$ cat src/rtl/text_console_if.sv
// Character stream handshake between a byte source and text_console.
// The master drives data/valid; the console answers with ready.
interface text_console_if;
    logic [7:0] ch_data;
    logic       ch_valid;
    logic       ch_ready;

    modport master (
        output ch_data,
        output ch_valid,
        input  ch_ready
    );

    modport slave (
        input  ch_data,
        input  ch_valid,
        output ch_ready
    );
endinterface

$ cat src/rtl/text_console.sv
// Text-mode renderer: COLS x ROWS character buffer with circular scroll,
// control-code decode, blinking cursor and a 3-cycle pixel pipeline.
module text_console #(
    parameter int         SCREEN_W   = 96,
    parameter int         SCREEN_H   = 64,
    parameter int         CHAR_H     = 16,
    parameter int         XW         = 8,
    parameter int         YW         = 6,
    parameter logic [7:0] FG_COLOR   = 8'hFF,
    parameter logic [7:0] BG_COLOR   = 8'h00,
    parameter int         CURSOR_EN  = 1,
    parameter int         BLINK_BITS = 23,
    localparam int        HW         = $clog2(CHAR_H)
) (
    input  logic            clk,
    input  logic            resetn,
    input  logic [XW-1:0]   x,
    input  logic [YW-1:0]   y,
    output logic [7:0]      color,
    output logic [8+HW-1:0] font_addr,
    input  logic [7:0]      font_data,
    text_console_if.slave   bus,
    output logic            busy
);
    localparam int COLS  = SCREEN_W / 8;
    localparam int ROWS  = SCREEN_H / CHAR_H;
    localparam int CELLS = COLS * ROWS;
    localparam int CW    = (COLS > 1) ? $clog2(COLS) : 1;
    localparam int RW    = (ROWS > 1) ? $clog2(ROWS) : 1;
    localparam int AW    = $clog2(CELLS + 1);

    typedef enum logic [1:0] {
        S_IDLE,
        S_CLEAR,
        S_CLRROW
    } state_t;

    state_t          r_state;
    state_t          w_next;
    logic [CW-1:0]   r_col;
    logic [RW-1:0]   r_row;
    logic [RW-1:0]   r_top;
    logic [RW-1:0]   r_clr_row;
    logic [AW-1:0]   r_cnt;
    logic [BLINK_BITS-1:0] r_blink;
    logic [7:0]      r_mem [0:CELLS-1];

    logic            w_idle;
    logic            w_acc;
    logic            w_is_cr;
    logic            w_is_bs;
    logic            w_is_lf;
    logic            w_is_ff;
    logic            w_is_pr;
    logic            w_wrap;
    logic            w_nl;
    logic            w_scroll;
    logic [RW-1:0]   w_top_inc;
    logic            w_ready;
    logic            w_we;
    logic [AW-1:0]   w_waddr;
    logic [7:0]      w_wdata;

    logic [XW-1:0]   r_x;
    logic [YW-1:0]   r_y;
    logic [CW-1:0]   w_px_col;
    logic [RW-1:0]   w_px_lrow;
    logic            w_oor;
    logic            w_cur_hit;
    logic [AW-1:0]   w_rd_addr;
    logic [7:0]      r_char;
    logic [HW-1:0]   r_grow1;
    logic [2:0]      r_bit1;
    logic [2:0]      r_bit2;
    logic            r_oor1;
    logic            r_oor2;
    logic            r_cur1;
    logic            r_cur2;
    logic            w_pix;

    function automatic logic [RW-1:0] f_phys(
        input logic [RW-1:0] l,
        input logic [RW-1:0] t
    );
        logic [RW:0] s;
        s = {1'b0, l} + {1'b0, t};
        if (s >= (RW+1)'(ROWS))
            s = s - (RW+1)'(ROWS);
        return s[RW-1:0];
    endfunction

    function automatic logic [AW-1:0] f_addr(
        input logic [RW-1:0] p,
        input logic [CW-1:0] c
    );
        return AW'(p) * AW'(COLS) + AW'(c);
    endfunction

    assign w_idle = (r_state == S_IDLE);
    assign w_acc  = bus.ch_valid & w_idle;

    // Classify the byte being accepted this cycle.
    always_comb begin
        w_is_cr = 1'b0;
        w_is_bs = 1'b0;
        w_is_lf = 1'b0;
        w_is_ff = 1'b0;
        w_is_pr = 1'b0;
        if (w_acc) begin
            unique case (bus.ch_data)
                8'h0D:   w_is_cr = 1'b1;
                8'h08:   w_is_bs = 1'b1;
                8'h0A:   w_is_lf = 1'b1;
                8'h0C:   w_is_ff = 1'b1;
                default: w_is_pr = 1'b1;
            endcase
        end
    end

    assign w_wrap    = w_is_pr && (r_col == CW'(COLS - 1));
    assign w_nl      = w_is_lf || w_wrap;
    assign w_scroll  = w_nl && (r_row == RW'(ROWS - 1));
    assign w_top_inc = (r_top == RW'(ROWS - 1)) ? '0 : r_top + RW'(1);

    // State register; reset always restarts a full clear.
    always_ff @(posedge clk) begin
        if (!resetn)
            r_state <= S_CLEAR;
        else
            r_state <= w_next;
    end

    // Next-state logic.
    always_comb begin
        w_next = r_state;
        unique case (r_state)
            S_IDLE: begin
                if (w_is_ff)
                    w_next = S_CLEAR;
                else if (w_scroll)
                    w_next = S_CLRROW;
            end
            S_CLEAR: begin
                if (r_cnt == AW'(CELLS - 1))
                    w_next = S_IDLE;
            end
            S_CLRROW: begin
                if (r_cnt == AW'(COLS - 1))
                    w_next = S_IDLE;
            end
            default: w_next = S_CLEAR;
        endcase
    end

    // Handshake, busy flag and buffer write port.
    always_comb begin
        w_ready = 1'b0;
        busy    = 1'b0;
        w_we    = 1'b0;
        w_waddr = '0;
        w_wdata = 8'h20;
        unique case (r_state)
            S_IDLE: begin
                w_ready = 1'b1;
                w_we    = w_is_pr;
                w_waddr = f_addr(f_phys(r_row, r_top), r_col);
                w_wdata = bus.ch_data;
            end
            S_CLEAR: begin
                busy    = 1'b1;
                w_we    = 1'b1;
                w_waddr = r_cnt;
            end
            S_CLRROW: begin
                busy    = 1'b1;
                w_we    = 1'b1;
                w_waddr = f_addr(r_clr_row, CW'(r_cnt));
            end
            default: begin
                busy = 1'b1;
            end
        endcase
    end

    assign bus.ch_ready = w_ready;

    // Cursor, scroll offset and clear counter updates.
    always_ff @(posedge clk) begin
        if (!resetn) begin
            r_col     <= '0;
            r_row     <= '0;
            r_top     <= '0;
            r_clr_row <= '0;
            r_cnt     <= '0;
        end else if (w_idle) begin
            r_cnt <= '0;
            if (w_is_ff) begin
                r_col <= '0;
                r_row <= '0;
                r_top <= '0;
            end else if (w_is_cr) begin
                r_col <= '0;
            end else if (w_is_bs) begin
                if (r_col != '0)
                    r_col <= r_col - CW'(1);
            end else if (w_is_pr && !w_wrap) begin
                r_col <= r_col + CW'(1);
            end
            if (w_wrap)
                r_col <= '0;
            if (w_nl) begin
                if (w_scroll) begin
                    r_top     <= w_top_inc;
                    r_clr_row <= r_top;
                end else begin
                    r_row <= r_row + RW'(1);
                end
            end
        end else begin
            r_cnt <= r_cnt + AW'(1);
        end
    end

    // Free-running blink counter; its MSB is the blink phase.
    always_ff @(posedge clk) begin
        if (!resetn)
            r_blink <= '0;
        else
            r_blink <= r_blink + BLINK_BITS'(1);
    end

    // Character buffer write port.
    always_ff @(posedge clk) begin
        if (w_we)
            r_mem[w_waddr] <= w_wdata;
    end

    // S0: capture the pixel request.
    always_ff @(posedge clk) begin
        r_x <= x;
        r_y <= y;
    end

    assign w_px_col  = CW'(r_x[XW-1:3]);
    assign w_px_lrow = RW'(r_y[YW-1:HW]);
    assign w_oor     = ({1'b0, r_x} >= (XW+1)'(COLS * 8)) ||
                       ({1'b0, r_y} >= (YW+1)'(ROWS * CHAR_H));
    assign w_rd_addr = w_oor ? '0 :
                       f_addr(f_phys(w_px_lrow, r_top), w_px_col);
    assign w_cur_hit = (CURSOR_EN != 0) && r_blink[BLINK_BITS-1] &&
                       w_idle && !w_oor &&
                       (w_px_col == r_col) && (w_px_lrow == r_row);

    // S1: read-first buffer lookup plus aligned side information.
    always_ff @(posedge clk) begin
        r_char  <= r_mem[w_rd_addr];
        r_grow1 <= r_y[HW-1:0];
        r_bit1  <= r_x[2:0];
        r_oor1  <= w_oor;
        r_cur1  <= w_cur_hit;
    end

    assign font_addr = {r_char, r_grow1};

    // S2: hold side information while font_rom answers.
    always_ff @(posedge clk) begin
        r_bit2 <= r_bit1;
        r_oor2 <= r_oor1;
        r_cur2 <= r_cur1;
    end

    assign w_pix = font_data[3'd7 - r_bit2];

    // S3: final colour, with cursor inversion.
    always_ff @(posedge clk) begin
        if (!resetn)
            color <= 8'h00;
        else if (r_oor2)
            color <= BG_COLOR;
        else
            color <= (w_pix ^ r_cur2) ? FG_COLOR : BG_COLOR;
    end
endmodule

$ cat src/flat_wrapper.sv
// flat-port wrapper written by rule: the top's interface ports become plain ports
module text_console_flat 
#(
    parameter int         SCREEN_W   = 96,
    parameter int         SCREEN_H   = 64,
    parameter int         CHAR_H     = 16,
    parameter int         XW         = 8,
    parameter int         YW         = 6,
    parameter logic [7:0] FG_COLOR   = 8'hFF,
    parameter logic [7:0] BG_COLOR   = 8'h00,
    parameter int         CURSOR_EN  = 1,
    parameter int         BLINK_BITS = 23,
    localparam int        HW         = $clog2(CHAR_H)
)
  (clk, resetn, x, y, color, font_addr, font_data, busy, bus_ch_data, bus_ch_valid, bus_ch_ready);
  text_console_if bus_i ();
  input  logic clk;
  input  logic resetn;
  input  logic [XW-1:0] x;
  input  logic [YW-1:0] y;
  output logic [7:0] color;
  output logic [8+HW-1:0] font_addr;
  input  logic [7:0] font_data;
  output logic busy;
  input wire logic [$bits(bus_i.ch_data)-1:0] bus_ch_data;
  input wire logic [$bits(bus_i.ch_valid)-1:0] bus_ch_valid;
  output wire logic [$bits(bus_i.ch_ready)-1:0] bus_ch_ready;
  assign bus_i.ch_data = bus_ch_data;
  assign bus_i.ch_valid = bus_ch_valid;
  assign bus_ch_ready = bus_i.ch_ready;
  text_console #(.SCREEN_W(SCREEN_W), .SCREEN_H(SCREEN_H), .CHAR_H(CHAR_H), .XW(XW), .YW(YW), .FG_COLOR(FG_COLOR), .BG_COLOR(BG_COLOR), .CURSOR_EN(CURSOR_EN), .BLINK_BITS(BLINK_BITS)) u_core (.clk(clk), .resetn(resetn), .x(x), .y(y), .color(color), .font_addr(font_addr), .font_data(font_data), .bus(bus_i), .busy(busy));
endmodule
$ cat config.mk
export PLATFORM = sky130hd
export DESIGN_NAME = text_console_flat
export DESIGN_NICKNAME = d
export VERILOG_FILES = /design/src/rtl/text_console_if.sv /design/src/rtl/text_console.sv /design/src/flat_wrapper.sv
export SDC_FILE = /design/constraint.sdc
export NUM_CORES = 1
export LEC_CHECK = 0
export CORE_ASPECT_RATIO = 0.6
export CORE_MARGIN = 2
export CORE_UTILIZATION = 55
export CTS_CLUSTER_DIAMETER = 80
export DETAILED_ROUTE_END_ITERATION = 16
export DONT_BUFFER_PORTS = 1
export PLACE_DENSITY = 0.72
export SLEW_MARGIN = 40
export SYNTH_ARGS = -nofsm -noshare
export SYNTH_HDL_FRONTEND = slang
export SYNTH_SLANG_ARGS = --single-unit
$ cat constraint.sdc
create_clock -name clk -period 6.9 [get_ports clk]
set_input_delay 1.38 -clock clk [delete_from_list [all_inputs] [get_ports clk]]
set_output_delay 1.38 -clock clk [all_outputs]
set_load 0.05 [all_outputs]
==> run summary, run 1 <==
status = complete, no violations
CTS buffer count = 42
total die area = 36200 um^2
Post-synth top flop = edfxtp_1
adder-cell area share of the yosys netlist = 1.996%
Area growth syn-to-layout = 9.488%
CP Cell Sequence = ha_1, xnor2_1, xnor2_1, ha_1, inv_1, fa_1, xor2_1, a222oi_1, nand3b_1, nor2_1
Place WS = 2.687 ns
syn_nets = 1418
DRT antenna net count = 0
DP HPWL = 31530 um
most area-consuming cells after synthesis = edfxtp_1 61%, dfxtp_1 8.2%, nor2_1 2.8%
CP max FO = 8
H-tree Lvls = 2
cts repair resizes = 0
worst skew pair latency = 0.56 ns
largest family of logic cells by synthesized area = compound AO/OA/AOI/OAI gates
clock sinks = 462
post-synthesis async set-or-reset flop share = 0%
clock root buffer master = clkbuf_16
row count = 52
initial core utilization = 56.21%
vias after detailed routing = 12.02k
hold_buf cts = 0
area fraction of the dominant cell type after synthesis = 60.52%
Post-CTS Setup Repair Bufs = 0
CP max stage cell = nor2_1
Final WS setup = 2.561 ns
Antenna Cells = 0
routed length per instance = 26.87 um
WP data required = 7.09 ns
Cell Area, Synth = 19050 um^2
LEAKAGE = 7.286 nW
antenna violations before repair = 0
peak supply drop = 0.0001843 V
Gate Count Post-Synth = 1357
fin. max-slew vios = 0
HP Class = reg2reg
number of enable flip-flop cells after synthesis = 384
GRT Util Overall = 27.49%
multiplexer share of the synthesized area = 5.864%
layout cell share with drive strength beyond 1 = 12.01%
final period demand of the worst path = 4.339 ns
Worst EP arrival = 4.53 ns
clk buf depth = 3
total power = 5.822 mW
NumNets Final = 1402
Final period util = 62.88%
global-route wire length before repair = 73170 um
Yosys top cell by area = edfxtp_1
Worst setup EP type = flop
core footprint = 33900 um^2
worst stage delay on the critical path = 0.78 ns
Critical Path Source Type = flop
Die H = 148.2 um
Yosys reg bits = 462
# DRC = 0
vias per inst = 6.559
clock-pin slew on the worst setup and hold paths = 0.07 ns
tightest slew margin relative to the limit = 42.90%
Finished Core Util = 61.55%
Worst Tran Pin Value = 0.8565 ns
commonest cells after routing, fill and taps aside = 384 x edfxtp_1, 142 x nor2_1, 88 x a21oi_1
most common cell after layout, fill and taps aside = edfxtp_1
Detailed Routing Iterations Pass 1 = 5
Max-Cap Viols = 0
CTS tree = built
Die X-Extent = 244.3 um
cell area after layout = 20860 um^2
Post-Synth Simple-Gate Area = 8.530%
initial detailed-routing violation count = 2030
global placement routability congestion = 0.9474
Area after DPL = 19440 um^2
Worst Skew = 0.01691 ns
post-synthesis compound-gate area fraction = 10.39%
vias in the first global route = 11.42k
IO Pins = 55
Synthesis Warnings = 0
sequential share of the synthesized area = 68.71%
fmax = 230.5 MHz
setup TNS = 0 ns
RSZ-0062 raised after global routing = false
PD cells = 279.1 nW/um^2
Distinct cells, synth = 73
wirelength, routed = 49250 um
syn avg cell area = 14.04 um^2
IO buf count = 0
worst setup path class = reg2reg
largest net degree at the start of global routing = 56
gr ovfl total = 0
Final Hold Fails = 0
final setup violation count = 0
Post-Synth XOR/XNOR Area = 1.885%
## path summary, 6_finish.rpt
check,from,endpoint,slack (ns),cells after the start
setup / recovery,u_core.r_top[0],u_core.r_mem[45][0],2.56,10
hold / removal,u_core.r_y[0],u_core.r_grow1[0],0.33,0
setup reg to reg,u_core.r_top[0],u_core.r_mem[45][0],2.56,10
hold reg to reg,u_core.r_y[0],u_core.r_grow1[0],0.33,0
## power breakdown
group	internal [mW]	leakage, nW	switching (mW)
Sequential	3.02	4.40	0.0854
Combinational	0.0988	2.19	0.229
Clock	1.37	0.697	1.02
## flip-flops by register name, summed over array words and instances (netlist names), 2 cells and up
register / count
u_core.r_mem: 384
u_core.r_blink: 23
u_core.r_char: 8
u_core.r_x: 8
u_core.r_cnt: 6
u_core.r_y: 6
u_core.r_col: 4
u_core.r_grow1: 4
u_core.r_bit1: 3
u_core.r_bit2: 3
u_core.r_clr_row: 2
u_core.r_row: 2
u_core.r_state: 2
u_core.r_top: 2
## cells in the mapped netlist (8+ instances only)
library cell and count:
nand3b_1 11, o21ai_0 44, nand3_1 34, o211ai_1 12, nor2_1 143, nand4_1 11, o22ai_1 19, a2bb2oi_1 8
mux2_2 31, buf_4 11, o2111ai_1 12, inv_1 32, xnor2_1 23, xor2_1 18, nor3_1 8, a21oi_1 88
nand2_1 54, dfxtp_1 78, and2_1 17, o22a_1 19, mux2i_1 34, o32ai_1 8, o221ai_1 16, mux4_2 18
edfxtp_1 384, ha_1 24, buf_2 33, clkbuf_1 26, a31oi_1 16
## layer usage
layer  part of all wire [%]  track usage [%]
met1                     42            42.95
met2                     40            36.65
met3                     16            9.437
met4                    2.0            6.616
met5                      0                0
## area by class of cell
cell class                 count  area [um^2]
sequential                   462        13100
inverter                      36        135.1
fill                        2493        13040
clock buffer                  56         1226
multi-input combinational    784         5509
timing repair buffer          15        125.1
tap                          459        574.3
clock inverter                21        191.4
## stage by stage
step / hold WS [ns] / cells
global placement: 0.3095 / 1755
global route: 0.3295 / 1833
floorplan: 0.3096 / 1357
CTS: 0.3269 / 1833
detailed placement: 0.3121 / 1756
finish: 0.3268 / 1833
## logic make-up after synthesis
| logic type | after synthesis |
|---|---|
| mux | 85 |
| flops | 462 |
| compound gates | 297 |
| xor+xnor | 41 |
| fa+ha+maj | 28 |
| simple gates | 333 |
| buf+inv | 111 |
## worst max-delay path, delay by kind of cell (launching register included)
kind            cells  cell delay [ns]
flops               1             0.37
compound gates      1             0.67
simple gates        2             1.43
buf+inv             1             0.07
xor+xnor            3             0.47
fa+ha+maj           3             0.95
No activity file was read; power rests on OpenSTA's default activity.
==> run 2, diff against run 1 <==
--- a/config.mk
+++ b/config.mk
@@ -11,7 +11,7 @@
 export CTS_CLUSTER_DIAMETER = 80
 export DETAILED_ROUTE_END_ITERATION = 16
 export DONT_BUFFER_PORTS = 1
-export PLACE_DENSITY = 0.72
+export PLACE_DENSITY = 0.75
 export SLEW_MARGIN = 40
 export SYNTH_ARGS = -nofsm -noshare
 export SYNTH_HDL_FRONTEND = slang
==> constraint.sdc (replaced) <==
create_clock -name clk -period 3.5 [get_ports clk]
set_input_delay 0.7 -clock clk [delete_from_list [all_inputs] [get_ports clk]]
set_output_delay 0.7 -clock clk [all_outputs]
set_load 0.05 [all_outputs]
==> run summary, run 2 (synthesis results as in run 1) <==
status = complete, no violations
largest net degree at the start of global routing = 49 (-13%)
fin. max-slew vios = 0 (unchanged)
peak supply drop = 0.0004155 V (+130%)
top routing layer used = met5
Area growth syn-to-layout = 12.73%
total die area = 36200 um^2 (unchanged)
worst skew pair latency = 0.55 ns (about the same)
WP data required = 3.89 ns (-3.20 ns)
HP Class = in2reg
WL met1 = 20540 um (+0.28%)
Die X-Extent = 244.3 um (unchanged)
H-tree Lvls = 2 (unchanged)
Storage cell area = 13100 um^2 (about the same)
Detailed Routing Iterations Pass 1 = 5 (unchanged)
Inst Count DP = 1843 (+5.0%)
# DRC = 0 (unchanged)
routed length per instance = 25.26 um (-6.0%)
antenna violations before repair = 1 (+1)
CTS tree = built
DRT antenna net count = 0 (unchanged)
vias per inst = 6.322 (-3.6%)
Max-Cap Viols = 0 (unchanged)
final setup violation count = 0 (unchanged)
Critical Path Source Type = flop
met2 WL post-DR = 20000 um (+0.81%)
Final period util = 96.74% (+34 points)
clock root buffer master = clkbuf_16
row count = 52 (unchanged)
Worst Tran Pin Value = 0.7927 ns (-0.06378 ns)
most common cell after layout, fill and taps aside = edfxtp_1
largest reg by FF count = u_core.r_mem
LEAKAGE = 7.719 nW (+6.0%)
DP HPWL = 32430 um (+2.8%)
IO Pins = 55 (unchanged)
tightest slew margin relative to the limit = 47.15% (+4.3 points)
Antenna Cells = 0 (unchanged)
Worst setup EP type = flop
setup TNS = 0 ns (unchanged)
clock-pin slew on the worst setup and hold paths = 0.07 ns (about the same)
GRT Util Overall = 27.15% (-0.34 points)
initial core utilization = 56.21% (unchanged)
vias after detailed routing = 12.12k (+0.81%)
CP max FO = 9 (+1)
IO buf count = 0 (unchanged)
PD cells = 524.6 nW/um^2 (+88%)
initial detailed-routing violation count = 1681 (-17%)
global placement routability congestion = 0.9683 (+2.2%)
largest registers = u_core.r_mem x384, u_core.r_blink x23
NumNets Final = 1489 (+6.2%)
hold_buf cts = 0 (unchanged)
global-route wire length before repair = 72790 um (-0.52%)
Final Hold Fails = 0 (unchanged)
commonest cells after routing, fill and taps aside = 384 x edfxtp_1, 142 x nor2_1, 99 x buf_4
area of the multi-input gates = 5518 um^2 (+0.16%)
Die H = 148.2 um (unchanged)
CTS buffer count = 41 (-2.4%)
core footprint = 33900 um^2 (unchanged)
worst setup path class = reg2reg
gr ovfl total = 0 (unchanged)
layout cell share with drive strength beyond 1 = 17.22% (+5.2 points)
fmax = 295.3 MHz (+28%)
vias in the first global route = 11.78k (+3.2%)
WHS = 0.1784 ns (-0.1485 ns)
Worst Skew = 0.01856 ns (+0.001643 ns)
final period demand of the worst path = 3.386 ns (-0.9527 ns)
post-route non-filler standard cell count = 1917 (+4.6%)
met3 WL = 6777 um (-15%)
clk buf depth = 3 (unchanged)
max reg flops = 384 (unchanged)
clock sinks = 462 (unchanged)
Worst EP arrival = 3.78 ns (-0.75 ns)
wirelength, routed = 48420 um (-1.7%)
fillcell total = 2430 (-2.5%)
run 2: through the flow:
stage               area, um^2  utilization (%)  total power, mW  setup slack, ns
CTS                      21430            63.23            11.29          0.04524
global route             21480            63.37            11.56        -0.009531
global placement         20080            59.25            6.873           0.1946
detailed placement       20120            59.34            6.885          0.07877
floorplan                19050                -            6.640           0.2046
finish                   21480            63.37            11.27           0.1140
run 2: worst paths after layout:
kind,start,end,slack [ns],cells past startpoint
max,u_core.r_y[4],u_core.r_char[6],0.11,11
min,x[2],u_core.r_x[2],0.18,0
max reg2reg,u_core.r_y[4],u_core.r_char[6],0.11,11
min reg2reg,u_core.r_y[1],u_core.r_grow1[1],0.33,0
run 2: worst max-delay path: stages (launching register included):
cell	delay, ns
dfxtp_1	0.33
ha_1	0.20
xnor2_1	0.17
xnor2_1	0.17
ha_1	0.30
fa_2	0.37
xnor2_1	0.17
nor2_2	0.34
buf_4	0.25
o31ai_1	0.11
nor4_1	0.69
o32ai_1	0.14
run 2: layout make-up:
type                       count  area share [%]
sequential                   462           61.00
multi-input combinational    784           25.69
clock buffer                  57           5.388
timing repair buffer         103           3.868
tap                          459           2.674
clock inverter                16          0.7514
inverter                      36          0.6291
run 2: power breakdown:
group          switching [mW]  internal (mW)
clock                    1.94           2.54
combinational           0.447          0.232
sequential              0.166           5.95
total                    2.55           8.72
run 2: per-layer routing:
layer,global-route usage [%],up-vias
met1,40.57,5931
met4,6.189,2
met5,0,-
met2,38.14,744
li1,-,5350
met3,9.780,93
run 2: what timing repair did:
item	CTS	global route
setup buffers	0	1
resized for setup	0	8
setup endpoints to repair	0	382
